`config.mk`:
```
export PLATFORM = sky130hd
export DESIGN_NAME = ex_operand_stage
export DESIGN_NICKNAME = d
export VERILOG_FILES = /design/src/rtl/ex_operand_stage.sv
export SDC_FILE = /design/constraint.sdc
export NUM_CORES = 1
export LEC_CHECK = 0
export ABC_AREA = 0
export BUFFER_PORTS_ARGS = -buffer_cell sky130_fd_sc_hd__buf_2
export CORE_MARGIN = 4
export CORE_UTILIZATION = 30
export CTS_CLUSTER_DIAMETER = 80
export DETAILED_ROUTE_END_ITERATION = 12
export PLACE_DENSITY_LB_ADDON = 0.05
export SLEW_MARGIN = 20
export SYNTH_ARGS = -nofsm -noshare
export SYNTH_HDL_FRONTEND = slang
export SYNTH_SLANG_ARGS = --single-unit
```
`constraint.sdc`:
```
create_clock -name clk -period 5.4 [get_ports clk]
set_input_delay 0 -clock clk [delete_from_list [all_inputs] [get_ports clk]]
set_output_delay 0 -clock clk [all_outputs]
set_load 0.05 [all_outputs]
```
`src/rtl/ex_operand_stage.sv`:
```
// ex_operand_stage: operand-select pipeline register feeding the ALU.
// Resolves rs/rt from the register file or the ex/wb forwarding paths,
// stalls on load-use hazards and holds one instruction in a valid/ready slot.
module ex_operand_stage #(
    parameter int REG_AW      = 4,
    parameter int DATA_W      = 32,
    parameter int STALL_CNT_W = 16
) (
    input  logic                   clk,
    input  logic                   rst_n,
    input  logic                   in_valid,
    output logic                   in_ready,
    input  logic [4:0]             in_opcode,
    input  logic [REG_AW-1:0]      in_rs,
    input  logic [REG_AW-1:0]      in_rt,
    input  logic [DATA_W-1:0]      in_rs_data,
    input  logic [DATA_W-1:0]      in_rt_data,
    input  logic [DATA_W-1:0]      in_imm,
    input  logic                   in_use_imm,
    input  logic [REG_AW-1:0]      in_rd,
    input  logic                   ex_fwd_valid,
    input  logic [REG_AW-1:0]      ex_fwd_reg,
    input  logic [DATA_W-1:0]      ex_fwd_data,
    input  logic                   ex_fwd_is_load,
    input  logic                   wb_fwd_valid,
    input  logic [REG_AW-1:0]      wb_fwd_reg,
    input  logic [DATA_W-1:0]      wb_fwd_data,
    input  logic                   flush,
    output logic                   out_valid,
    input  logic                   out_ready,
    output logic [DATA_W-1:0]      alu_a,
    output logic [DATA_W-1:0]      alu_b,
    output logic [4:0]             alu_opcode,
    output logic [REG_AW-1:0]      out_rd,
    output logic [STALL_CNT_W-1:0] stall_cnt
);

    localparam logic [STALL_CNT_W-1:0] STALL_MAX = '1;

    logic hazard;
    logic capture;

    // Index 0 is rs, index 1 is rt; both use the same resolution rules.
    logic [1:0][REG_AW-1:0] src_idx;
    logic [1:0][DATA_W-1:0] src_data;
    logic [1:0][DATA_W-1:0] resolved;
    logic [DATA_W-1:0]      b_val;

    assign src_idx  = {in_rt, in_rs};
    assign src_data = {in_rt_data, in_rs_data};

    // Register 0 is hardwired zero; the younger ex result beats the wb result.
    // A pending load on the ex path is never forwarded (that case is a hazard).
    for (genvar gi = 0; gi < 2; gi++) begin : g_resolve
        assign resolved[gi] =
            (src_idx[gi] == '0) ? '0 :
            (ex_fwd_valid && !ex_fwd_is_load && ex_fwd_reg == src_idx[gi]) ? ex_fwd_data :
            (wb_fwd_valid && wb_fwd_reg == src_idx[gi]) ? wb_fwd_data :
            src_data[gi];
    end

    assign b_val = in_use_imm ? in_imm : resolved[1];

    // Load-use hazard: an operand depends on a load whose data is not back yet.
    // rt only matters when the B operand actually comes from rt.
    assign hazard = in_valid && ex_fwd_valid && ex_fwd_is_load && (ex_fwd_reg != '0) &&
                    ((ex_fwd_reg == in_rs) || (!in_use_imm && ex_fwd_reg == in_rt));

    assign in_ready = !hazard && (!out_valid || out_ready);
    assign capture  = in_valid && in_ready && !flush;

    // Output slot: flush kills it, capture (re)loads it, a drain empties it.
    always_ff @(posedge clk or negedge rst_n) begin
        if (!rst_n) begin
            out_valid  <= 1'b0;
            alu_a      <= '0;
            alu_b      <= '0;
            alu_opcode <= '0;
            out_rd     <= '0;
        end else if (flush) begin
            out_valid <= 1'b0;
        end else if (capture) begin
            out_valid  <= 1'b1;
            alu_a      <= resolved[0];
            alu_b      <= b_val;
            alu_opcode <= in_opcode;
            out_rd     <= in_rd;
        end else if (out_ready) begin
            out_valid <= 1'b0;
        end
    end

    // Saturating count of load-use stall cycles; flush leaves it alone.
    always_ff @(posedge clk or negedge rst_n) begin
        if (!rst_n) begin
            stall_cnt <= '0;
        end else if (hazard && stall_cnt != STALL_MAX) begin
            stall_cnt <= stall_cnt + 1'b1;
        end
    end

endmodule

```
==> impl_metrics.env <==
export IMPL_drcViolationCount=0
export IMPL_hold_path_class="in -> reg"
export IMPL_fin_crit_ps=2530
export IMPL_root_buffer="clkbuf_16"
export IMPL_wire_per_inst_um=21.5
export IMPL_dp_hpwl_um=19500
export IMPL_yosysWarnings=0
export IMPL_crit_chain="nand2b_1 -> and3b_1 -> nand2_1 -> o21ai_0 -> dlygate4sd3_1"
export IMPL_final_cell_mix="buf_2, nand3_1, a31oi_1, dfrtp_1, inv_1"
export IMPL_start_util=0.306
export IMPL_run_status="complete, no violations"
export IMPL_first_global_vias=7083
export IMPL_wl_um=27300
export IMPL_fp_dieH_um=149
export IMPL_synth_seq_cells=90
export IMPL_cp_max_fo=15
export IMPL_fin_worst_skew_ps=4.79
export IMPL_syn_to_final_growth_pct=39.3
export IMPL_drive_above_1_share=0.335
export IMPL_slowest_stage="and3b_1"
export IMPL_synth_edff_count=0
export IMPL_syn_avg_cell_area_um2=8.28
export IMPL_setup_viol=0
export IMPL_final_common_cell="buf_2"
export IMPL_antenna_found_initial=4
export IMPL_vias=6914
export IMPL_syn_area_um2=6000
export IMPL_crit_buf_inv=1
export IMPL_grt_total_usage=0.236
export IMPL_place_congestion=0.836
export IMPL_path_class="reg -> reg"
export IMPL_peakVddDrop_uv=224
export IMPL_antenna_left=0
export IMPL_min_delay_path_depth=4
export IMPL_timing_final_crit_share=0.469
export IMPL_tritoncts="done"
export IMPL_powerDensity_nw_per_um2=303
export IMPL_grtUsageMet3=0.0495
export IMPL_worst_ep_required_time_ps=5690
export IMPL_rr_worst_depth=5
export IMPL_path_clk_slew_ps=70
export IMPL_arrival_ps=2820
export IMPL_die_area_um2=22300
export IMPL_tightest_slew_ps=1030
export IMPL_max_stage_delay_ps=590
export IMPL_max_clock_freq_mhz=395
export IMPL_ys_seq_area_frac=0.376
export IMPL_cp_start_kind="flip-flop"
export IMPL_crit_family="simple AND/OR/NAND/NOR gates"
export IMPL_fin_nets=1191
export IMPL_drt_iter0_markers=470
export IMPL_synth_area_leaders="dfrtp_1, a31oi_1, nand3_1, a32o_1, and4_1"
export IMPL_h_tree_depth=3
export IMPL_num_rows=51
export IMPL_core_um2=19600
export IMPL_rsz0062_at_grt="no"
export IMPL_cap_violations=0
export IMPL_port_buffers=284
export IMPL_total_power_mw=2.53
export IMPL_grt_overflow=0
export IMPL_crit_path_end_kind="flip-flop"
export IMPL_cts_setup_buffers=0
export IMPL_p_leak_nw=4.06
export IMPL_cts_max_path_buffers=2
export IMPL_first_pass_iters=5
export IMPL_synth_cell_types=41
export IMPL_fin_area_um2=8350
export IMPL_cts_sinks=90
export IMPL_slew_violations=0
export IMPL_synthCells=724
export IMPL_cts_buffers_inserted=9
export IMPL_grt_met1_usage=0.307
export IMPL_use_met2=0.397
export IMPL_tns_ps=0
export IMPL_synth_largest_area_cell="dfrtp_1"
export IMPL_yosys_area_top_type_share=0.376
export IMPL_grt_busiest_layer="met2"
export IMPL_clkLatencyLatePin_ps=350
export IMPL_io_pins=285
export IMPL_path_depth=5
export IMPL_grt_start_max_net_pins=65
export IMPL_synthFlopType="dfrtp_1"
export IMPL_grt_first_pass_wirelength_um=40900
export IMPL_synthesis_nets=919
export IMPL_synthArstFlopShare=1.00
export IMPL_die_x_um=149
export IMPL_relSlewSlack=0.313
export IMPL_viasPerCell=5.46
export IMPL_finalHoldViolations=0
export IMPL_dpl_cell_area_um2=7570
==> tightest hold or removal path, stage by stage <==
cell and delay [ps]:
buf_2 70, inv_1 50, nand3_1 60, a32o_1 150
==> repair_timing <==
action | in CTS | in global routing
hold buffers | 44 | 0
gates resized for setup | 0 | 0
hold endpoints to repair | 80 | 0
==> power by group <==
| part | switching (mW) | internal [mW] | leakage [nW] |
|---|---|---|---|
| Combinational | 0.702 | 0.270 | 2.81 |
| Sequential | 0.0689 | 0.780 | 1.10 |
| Clock | 0.293 | 0.420 | 0.157 |
==> registers in the layout (all words and copies together), names as in the netlist <==
name,flops
stall_cnt,16
alu_opcode,5
alu_a,32
out_rd,4
alu_b,32
out_valid,1
==> Yosys cell counts (2+ instances only) <==
master / number
nor4_4: 2
a31oi_1: 96
nor4b_2: 2
o31ai_1: 32
inv_1: 68
nor2_1: 3
and3_1: 3
xor2_1: 23
xnor2_1: 5
o21ai_0: 33
nand2_1: 40
a32o_1: 32
mux2_1: 5
nor3_1: 9
and2_1: 3
nand4_1: 4
nor4_2: 3
nand3_1: 101
dfrtp_1: 90
buf_1: 2
buf_2: 11
a21oi_1: 32
clkbuf_1: 69
nand2b_1: 3
mux2_2: 5
and4_1: 33
==> per-stage QoR <==
stage | std cells | setup slack [ps] | hold slack [ps] | util
after floorplan | 724 | 3160 | -296 | -
after global placement | 1206 | 2790 | 29.4 | 0.386
after detailed placement | 1206 | 2740 | 38.2 | 0.386
after CTS | 1265 | 2900 | 2.97 | 0.426
after global routing | 1266 | 2710 | 25.5 | 0.426
final | 1267 | 2870 | 14.2 | 0.426
==> routing by layer <==
layer  part of all wire  wire [um]
met1               0.43      11800
met2               0.47      12900
met3              0.067       1830
met4              0.023        627
met5             0.0012         34
==> kinds of logic (layout without fill, tap and decap cells) <==
| logic type | Yosys count | after routing | synth area share |
|---|---|---|---|
| compound gates | 230 | 230 | 0.257 |
| xor+xnor | 28 | 28 | 0.0409 |
| fa+ha+maj | 1 | 1 | 0.00209 |
| buf+inv | 151 | 427 | 0.0981 |
| flops | 90 | 90 | 0.376 |
| mux | 10 | 10 | 0.0188 |
| other cells | 0 | 2 | 0 |
| simple gates | 214 | 214 | 0.208 |
==> path summary, 6_finish.rpt <==
| check | from | endpoint | slack, ps |
|---|---|---|---|
| max | out_valid | out_valid | 2870 |
| min | ex_fwd_data[22] | alu_a[22] | 10 |
| max reg2reg | out_valid | out_valid | 2870 |
| min reg2reg | stall_cnt[6] | stall_cnt[6] | 480 |
| max in group asynchronous | rst_n | alu_b[11] | 4080 |
| min in group asynchronous | rst_n | alu_a[23] | 170 |
==> final cells by class <==
cell class | instances | area [um^2]
Antenna cell | 2 | 5.00
Clock inverter | 5 | 87.6
Multi-Input combinational cell | 483 | 3200
Sequential cell | 90 | 2250
Inverter | 68 | 255
Clock buffer | 10 | 239
Fill cell | 2049 | 11200
Timing Repair Buffer | 344 | 1980
Tap cell | 265 | 332
Note: power is estimated with default switching activity, not from simulation.
